===== config.mk =====
export PLATFORM = sky130hd
export DESIGN_NAME = line_overlay_multi
export DESIGN_NICKNAME = d
export VERILOG_FILES = /design/src/rtl/line_overlay_multi.sv
export SDC_FILE = /design/constraint.sdc
export NUM_CORES = 2
export LEC_CHECK = 0
export BUFFER_PORTS_ARGS = -buffer_cell sky130_fd_sc_hd__buf_4
export CORE_AREA = 3 3 245 247
export DETAILED_ROUTE_END_ITERATION = 16
export DIE_AREA = 0 0 248 250
export PLACE_DENSITY = 0.79
export SYNTH_ARGS = -nofsm -noshare
export SYNTH_HDL_FRONTEND = slang
export SYNTH_SLANG_ARGS = --single-unit

===== constraint.sdc =====
create_clock -name iCLK -period 18.62 [get_ports iCLK]
set_input_delay 3.724 -clock iCLK [delete_from_list [all_inputs] [get_ports iCLK]]
set_output_delay 3.724 -clock iCLK [all_outputs]
set_load 0.01 [all_outputs]

===== src/rtl/line_overlay_multi.sv =====
// Multi-segment Bresenham line overlay on the VGA raster. Each line's engine builds
// the x-span of the next row while the current row is scanned. Spans are double-buffered.
module line_overlay_multi #(
  parameter int          NUM_LINES = 2,
  parameter int          XW        = 11,
  parameter int          YW        = 10,
  parameter int          HTOTAL    = 1056,
  parameter int          VTOTAL    = 525,
  parameter logic [23:0] BG_COLOR  = 24'h5646EF
) (
  input  logic                 iCLK,
  input  logic                 iRST_n,
  input  logic [XW-1:0]        x_cnt,
  input  logic [YW-1:0]        y_cnt,
  input  logic                 x_period,
  input  logic                 y_period,
  input  logic                 cfg_we,
  input  logic [2:0]           cfg_sel,
  input  logic [XW-1:0]        cfg_x0,
  input  logic [XW-1:0]        cfg_x1,
  input  logic [YW-1:0]        cfg_y0,
  input  logic [YW-1:0]        cfg_y1,
  input  logic [23:0]          cfg_color,
  input  logic                 cfg_en,
  output logic [7:0]           red,
  output logic [7:0]           green,
  output logic [7:0]           blue,
  output logic                 curseur,
  output logic [NUM_LINES-1:0] hit_mask,
  output logic                 overrun,
  output logic                 frame_start
);
  localparam int CW  = (XW > YW) ? XW : YW;
  localparam int EW  = CW + 2;
  localparam int E2W = EW + 1;

  typedef enum logic [1:0] {S_IDLE, S_LOAD, S_WAIT, S_STEP} state_t;

  logic                 w_fb, w_x0, w_xlast;
  logic [YW-1:0]        w_r;
  logic [NUM_LINES-1:0] w_hit, w_ovr_v;
  logic [23:0]          w_lcol [NUM_LINES];
  logic [23:0]          w_col;

  assign w_fb        = (x_cnt == '0) && (y_cnt == YW'(VTOTAL - 1));
  assign w_x0        = (x_cnt == '0);
  assign w_xlast     = (x_cnt == XW'(HTOTAL - 1));
  assign w_r         = (y_cnt == YW'(VTOTAL - 1)) ? '0 : y_cnt + 1'b1;
  assign frame_start = w_fb;

  for (genvar g = 0; g < NUM_LINES; g++) begin : g_line
    logic [XW-1:0]        r_sx0, r_sx1;
    logic [YW-1:0]        r_sy0, r_sy1;
    logic [23:0]          r_scol;
    logic                 r_sen;
    logic [XW-1:0]        r_x0, r_x1, r_dx;
    logic [YW-1:0]        r_y0, r_y1, r_dy;
    logic                 r_sxn, r_en;
    logic [23:0]          r_col;
    logic signed [EW-1:0] r_err0, r_err;
    state_t               r_st, w_st_nxt;
    logic [XW-1:0]        r_cx, r_nlo, r_nhi, r_alo, r_ahi;
    logic [YW-1:0]        r_cy, r_tr;
    logic                 r_done, r_nv, r_av;
    logic                 w_swap, w_in, w_atend, w_xs, w_ys, w_stend, w_ovr, w_dec;
    logic [XW-1:0]        w_nx0, w_nx1, w_ndx, w_dcx, w_nx;
    logic [YW-1:0]        w_ny0, w_ny1, w_ndy, w_dcy, w_ny;
    logic signed [EW-1:0] w_dxe, w_dye, w_err_s;
    logic signed [E2W-1:0] w_e2;

    always_ff @(posedge iCLK or negedge iRST_n) begin
      if (!iRST_n) begin
        r_sx0 <= '0; r_sx1 <= '0; r_sy0 <= '0; r_sy1 <= '0; r_scol <= '0; r_sen <= 1'b0;
      end else if (cfg_we && cfg_sel == 3'(g)) begin
        r_sx0 <= cfg_x0; r_sx1 <= cfg_x1; r_sy0 <= cfg_y0; r_sy1 <= cfg_y1;
        r_scol <= cfg_color; r_sen <= cfg_en;
      end
    end

    // Normalise the staged segment so the engine always walks downward in y
    assign w_swap = r_sy0 > r_sy1;
    assign w_nx0  = w_swap ? r_sx1 : r_sx0;
    assign w_nx1  = w_swap ? r_sx0 : r_sx1;
    assign w_ny0  = w_swap ? r_sy1 : r_sy0;
    assign w_ny1  = w_swap ? r_sy0 : r_sy1;
    assign w_ndx  = (w_nx1 >= w_nx0) ? w_nx1 - w_nx0 : w_nx0 - w_nx1;
    assign w_ndy  = w_ny1 - w_ny0;

    // LOAD makes the row-0 decision itself, from the freshly loaded shadow
    assign w_dcx   = (r_st == S_LOAD) ? r_x0 : r_cx;
    assign w_dcy   = (r_st == S_LOAD) ? r_y0 : r_cy;
    assign w_dec   = (r_st == S_LOAD) || (r_st == S_WAIT && w_x0);
    assign w_in    = r_en && (w_r >= r_y0) && (w_r <= r_y1) && (w_dcy == w_r) &&
                     ((r_st == S_LOAD) || !r_done);
    assign w_atend = (w_dcx == r_x1) && (w_dcy == r_y1);

    assign w_dxe = $signed(EW'(r_dx));
    assign w_dye = $signed(EW'(r_dy));
    assign w_e2  = {r_err, 1'b0};
    assign w_xs  = (w_e2 >= -w_dye);
    assign w_ys  = (w_e2 <= w_dxe);
    assign w_nx  = w_xs ? (r_sxn ? r_cx - 1'b1 : r_cx + 1'b1) : r_cx;
    assign w_ny  = w_ys ? r_cy + 1'b1 : r_cy;
    assign w_stend = (w_nx == r_x1) && (w_ny == r_y1) && (w_ny == r_tr);

    always_comb begin
      w_err_s = r_err;
      if (w_xs) w_err_s = w_err_s - w_dye;
      if (w_ys) w_err_s = w_err_s + w_dxe;
    end

    always_comb begin
      w_st_nxt = r_st;
      w_ovr    = 1'b0;
      if (w_fb) w_st_nxt = S_LOAD;
      else begin
        case (r_st)
          S_LOAD: w_st_nxt = (w_in && !w_atend) ? S_STEP : S_WAIT;
          S_WAIT: if (w_dec && w_in && !w_atend) w_st_nxt = S_STEP;
          S_STEP: begin
            if (w_xlast) begin
              w_st_nxt = S_WAIT;
              w_ovr    = 1'b1;
            end else if (w_ny > r_tr || w_stend) w_st_nxt = S_WAIT;
          end
          default: ;
        endcase
      end
    end

    always_ff @(posedge iCLK or negedge iRST_n) begin
      if (!iRST_n) r_st <= S_IDLE;
      else         r_st <= w_st_nxt;
    end

    always_ff @(posedge iCLK or negedge iRST_n) begin
      if (!iRST_n) begin
        r_x0 <= '0; r_x1 <= '0; r_dx <= '0; r_y0 <= '0; r_y1 <= '0; r_dy <= '0;
        r_sxn <= 1'b0; r_en <= 1'b0; r_col <= '0; r_err0 <= '0; r_err <= '0;
        r_cx <= '0; r_cy <= '0; r_tr <= '0; r_done <= 1'b0;
        r_nv <= 1'b0; r_nlo <= '0; r_nhi <= '0; r_av <= 1'b0; r_alo <= '0; r_ahi <= '0;
      end else begin
        if (w_fb) begin
          r_x0 <= w_nx0; r_x1 <= w_nx1; r_y0 <= w_ny0; r_y1 <= w_ny1;
          r_dx <= w_ndx; r_dy <= w_ndy; r_sxn <= (w_nx1 < w_nx0);
          r_err0 <= $signed(EW'(w_ndx)) - $signed(EW'(w_ndy));
          r_col <= r_scol; r_en <= r_sen;
        end
        if (w_xlast) begin
          r_av <= r_nv; r_alo <= r_nlo; r_ahi <= r_nhi;
        end
        if (w_dec) begin
          r_cx <= w_dcx; r_cy <= w_dcy; r_tr <= w_r;
          r_nv <= w_in; r_nlo <= w_dcx; r_nhi <= w_dcx;
          if (r_st == S_LOAD) begin
            r_err  <= r_err0;
            r_done <= 1'b0;
          end
          if (w_in && w_atend) r_done <= 1'b1;
        end else if (r_st == S_STEP && !w_xlast) begin
          r_cx <= w_nx; r_cy <= w_ny; r_err <= w_err_s;
          if (w_ny == r_tr) begin
            if (w_nx < r_nlo) r_nlo <= w_nx;
            if (w_nx > r_nhi) r_nhi <= w_nx;
          end
          if (w_stend) r_done <= 1'b1;
        end
      end
    end

    assign w_hit[g]   = r_av && (x_cnt >= r_alo) && (x_cnt <= r_ahi);
    assign w_lcol[g]  = r_col;
    assign w_ovr_v[g] = w_ovr;
  end

  always_comb begin
    w_col = BG_COLOR;
    for (int i = NUM_LINES - 1; i >= 0; i--) if (w_hit[i]) w_col = w_lcol[i];
  end

  logic [23:0]          r_rgb;
  logic [NUM_LINES-1:0] r_hit;
  logic                 r_cur, r_ovr;

  always_ff @(posedge iCLK or negedge iRST_n) begin
    if (!iRST_n) begin
      r_rgb <= '0; r_hit <= '0; r_cur <= 1'b0; r_ovr <= 1'b0;
    end else begin
      r_rgb <= (x_period && y_period) ? w_col : 24'h0;
      r_hit <= w_hit;
      r_cur <= |w_hit;
      if (|w_ovr_v) r_ovr <= 1'b1;
    end
  end

  assign red      = r_rgb[23:16];
  assign green    = r_rgb[15:8];
  assign blue     = r_rgb[7:0];
  assign hit_mask = r_hit;
  assign curseur  = r_cur;
  assign overrun  = r_ovr;
endmodule


==> impl_metrics.py <==
metrics = {
    "status": {
        "status": "finished clean",
    },
    "critical_path": {
        "startpoint_type": "input pin",
        "r2r_slack_ps": 11690,
        "crit_path_top_delay_cell": "nor4_2",
        "worstRegToRegCells": 22,
        "crit_required_ps": 14900,
        "r2r-start": "g_line[0].r_sy1[8]$_DFFE_PN0P_",
        "cpPeakStageDelay_ps": 630,
        "r2r-end": "g_line[0].r_err0[9]$_DFFE_PN0P_",
        "path_cells": "buf_4, inv_1, ha_1, nand4_1, nor4_2, nand2_4, inv_8, buf_4",
        "cp_top_family": "buffers and inverters",
        "crit_top_cell": "buf_4",
        "critPathArrivalTime_ps": 5820,
        "crit_path_end_kind": "output port",
        "crit_start": "y_cnt[0]",
        "critPathBufInv": 4,
        "cp_max_fo": 112,
        "critical_path_class": "in2out",
    },
    "timing": {
        "tns_ps": 0,
        "finalSetupViolCount": 0,
        "period_share": 0.512,
        "worstMarginPinSlew_ps": 1170,
        "fin_crit_ps": 9540,
        "worst_slack_ps": 9080,
        "skew_ps": 47.9,
        "relSlewSlack": 0.217,
        "drv_slew": 0,
        "fmax_mhz": 105,
        "finalHoldViolCount": 0,
        "grt_setup_unrepaired": "false",
    },
    "run": {
        "drv_cap": 0,
    },
    "route": {
        "detail_route.wl_per_cell_microns": 21.0,
        "via_count": 32400,
        "drtAntennaViolNets": 0,
        "viasPerCell": 6.22,
        "drt_wl_total_mm": 109,
        "drt_pass1_iterations": 8,
        "drt_iter0_drc": 3172,
        "drc": 0,
    },
    "die": {
        "die_area_sq_um": 62000,
        "die_x_microns": 248,
        "core_sq_um": 57800,
        "placementRows": 88,
        "ioPinCount": 125,
        "start_util": 0.652,
        "die_h_microns": 250,
    },
    "synthesis": {
        "synthesis.area_sq_um": 37700,
        "synth_seq_cells": 550,
        "yosys_warnings": 0,
        "syn_avg_cell_area_sq_um": 8.60,
        "synth_edf_count": 0,
        "syn_inst": 4381,
        "synthFlopType": "dfrtp_1",
        "synth_cell_types": 98,
        "synth_fp_nets": 4786,
        "seq_area_frac_synth": 0.365,
        "ys_async_sr_fraction": 1.00,
    },
    "cts": {
        "clock_latency_ps": 650,
        "htree_num_levels": 2,
        "clock_sinks": 550,
        "postCtsSetupBuffers": 0,
        "cts_resized": 0,
        "cts_tree": "done",
        "cts_root_buf": "clkbuf_16",
        "cts_buffers": 61,
        "hold_buffers": 0,
        "path_clk_slew_ps": 70,
        "clock_path_buffers": 3,
    },
    "grt": {
        "grt_max_degree": 155,
        "grt_pass1_wl_mm": 172,
        "antenna_found_initial": 1,
        "gr-total-overflow": 0,
        "track_usage": 0.351,
        "grt_pass1_vias": 30700,
    },
    "power_and_ir_drop": {
        "peakVddDrop_mv": 0.128,
        "p_sw_uw": 1830,
        "clockPowerShare": 0.281,
        "power_frac_comb": 0.420,
        "p_int_uw": 2780,
        "power_density_nw_per_um2": 112,
        "swShare": 0.397,
        "pwr-share-seq": 0.299,
        "leakage_uw": 0.0197,
    },
    "worst_hold_path": {
        "hold_start": "g_line[0].r_scol[21]$_DFFE_PN0P_",
        "hold_class": "reg2reg",
        "hold_end": "g_line[0].r_col[21]$_DFFE_PN0P_",
        "min_path_cells": 2,
    },
    "place": {
        "placedCellCount": 5096,
        "place_hpwl_mm": 81.4,
        "place_area_sq_um": 39200,
        "gp_congestion": 0.988,
        "port_buffers": 124,
        "dp_slack_ps": 9160,
    },
    "final_layout": {
        "final_cell_mix": "nand2_1 (714), dfrtp_1 (550), o21ai_0 (328), inv_1 (310), ha_1 (301)",
        "area_delta_synth_final_pct": 9.75,
        "drive_above_1_share": 0.109,
        "finalInstanceArea_sq_um": 41300,
        "post_layout_nonfiller_instances": 5212,
        "fin_nets": 4799,
        "mostFrequentLayoutCell": "nand2_1",
    },
}
per-layer routing:
metal | vias to the layer above | wire length [microns] | GRT usage
met2 | 1340 | 47800 | 0.529
li1 | 15300 | - | -
met5 | - | 0 | 0
met4 | 0 | 5170 | 0.147
met1 | 15500 | 46500 | 0.500
met3 | 265 | 9710 | 0.0641
metrics by stage:
step           total power, uW  utilization  hold WS (ps)
2_1_floorplan             2780            -           435
3_3_place_gp              3260        0.677           445
3_5_place_dp              3290        0.677           449
4_1_cts                   4600        0.715           447
5_1_grt                   4880        0.715           489
6_report                  4610        0.715           447
synthesized netlist by cell type, types with 59 or more instances:
cell type,n,area share
nand2_1,715,0.071
dfrtp_1,550,0.37
o21ai_0,328,0.044
inv_1,311,0.031
ha_1,301,0.10
nor2_1,283,0.028
a21oi_1,211,0.028
clkbuf_1,179,0.018
xnor2_1,169,0.039
mux2_2,151,0.045
a31oi_1,108,0.018
xor2_1,79,0.018
mux2i_1,78,0.021
nor2b_1,75,0.012
nand3_1,69,0.0092
nor3_1,64,0.0085
o21a_1,62,0.012
a21o_1,59,0.012
registers in the layout, indices dropped and copies added, names as in the netlist, 4 cells and up:
signal         count
g_line.r_ahi      22
g_line.r_nhi      22
g_line.r_sy1      20
g_line.r_sy0      20
g_line.r_nlo      22
g_line.r_err0     24
g_line.r_scol     48
g_line.r_cy       20
g_line.r_dy       20
g_line.r_dx       22
g_line.r_alo      22
g_line.r_y1       20
g_line.r_cx       22
g_line.r_x0       22
g_line.r_st        4
g_line.r_err      26
r_rgb             24
g_line.r_x1       22
g_line.r_col      48
g_line.r_y0       20
g_line.r_sx1      22
g_line.r_tr       20
g_line.r_sx0      22
worst max path at each step:
stage,end,depth (start not counted)
floorplan,frame_start,7
global placement,frame_start,8
detailed placement,frame_start,8
CTS,frame_start,8
global route,frame_start,8
finish,frame_start,8
cell families (layout without fill, tap and decap cells):
| family | count (synthesis) | after routing | share of synthesized area |
|---|---|---|---|
| AOI/OAI and AO/OA | 1056 | 1056 | 0.176 |
| DFF | 550 | 550 | 0.365 |
| adders and majority gates | 316 | 316 | 0.106 |
| other | 0 | 1 | 0 |
| muxes | 231 | 231 | 0.0668 |
| and+or+nand+nor | 1449 | 1449 | 0.173 |
| buffers and inverters | 528 | 593 | 0.0535 |
| xor gates and xnor gates | 251 | 251 | 0.0595 |
worst register-to-register path, stage by stage (launching register included):
cell      delay [ps]
dfrtp_1          440
inv_1            100
ha_1             440
nand4_2          230
a21oi_1          910
and2_2           380
buf_4            580
a31oi_2          290
nand2_1          160
a31oi_2          180
nand2_1          490
mux2i_1          460
inv_1             90
ha_1             320
a21oi_1          320
and3_1           210
o211ai_1          80
nor4bb_1         150
a31oi_1          210
a31oi_1          190
a21oi_1          230
mux2i_1          220
nand4_1          110
area by class of cell:
cell class | instances | area [sq um]
clock buffers | 78 | 1680
clock inverters | 37 | 497
flip-flops and latches | 550 | 13800
fillers | 4488 | 16500
repair buffers | 166 | 1270
multi-input cells | 3303 | 22000
inverters | 312 | 1180
well taps | 765 | 957
diodes | 1 | 2.50
power groups by stage:
stage	logic, uW	registers [uW]	clock network (uW)
2_1_floorplan	1440	1330	0
3_3_place_gp	1870	1390	0
3_5_place_dp	1900	1390	0
4_1_cts	1910	1370	1310
5_1_grt	2130	1390	1360
6_report	1940	1380	1300
Note: power is estimated with default switching activity, not from simulation.
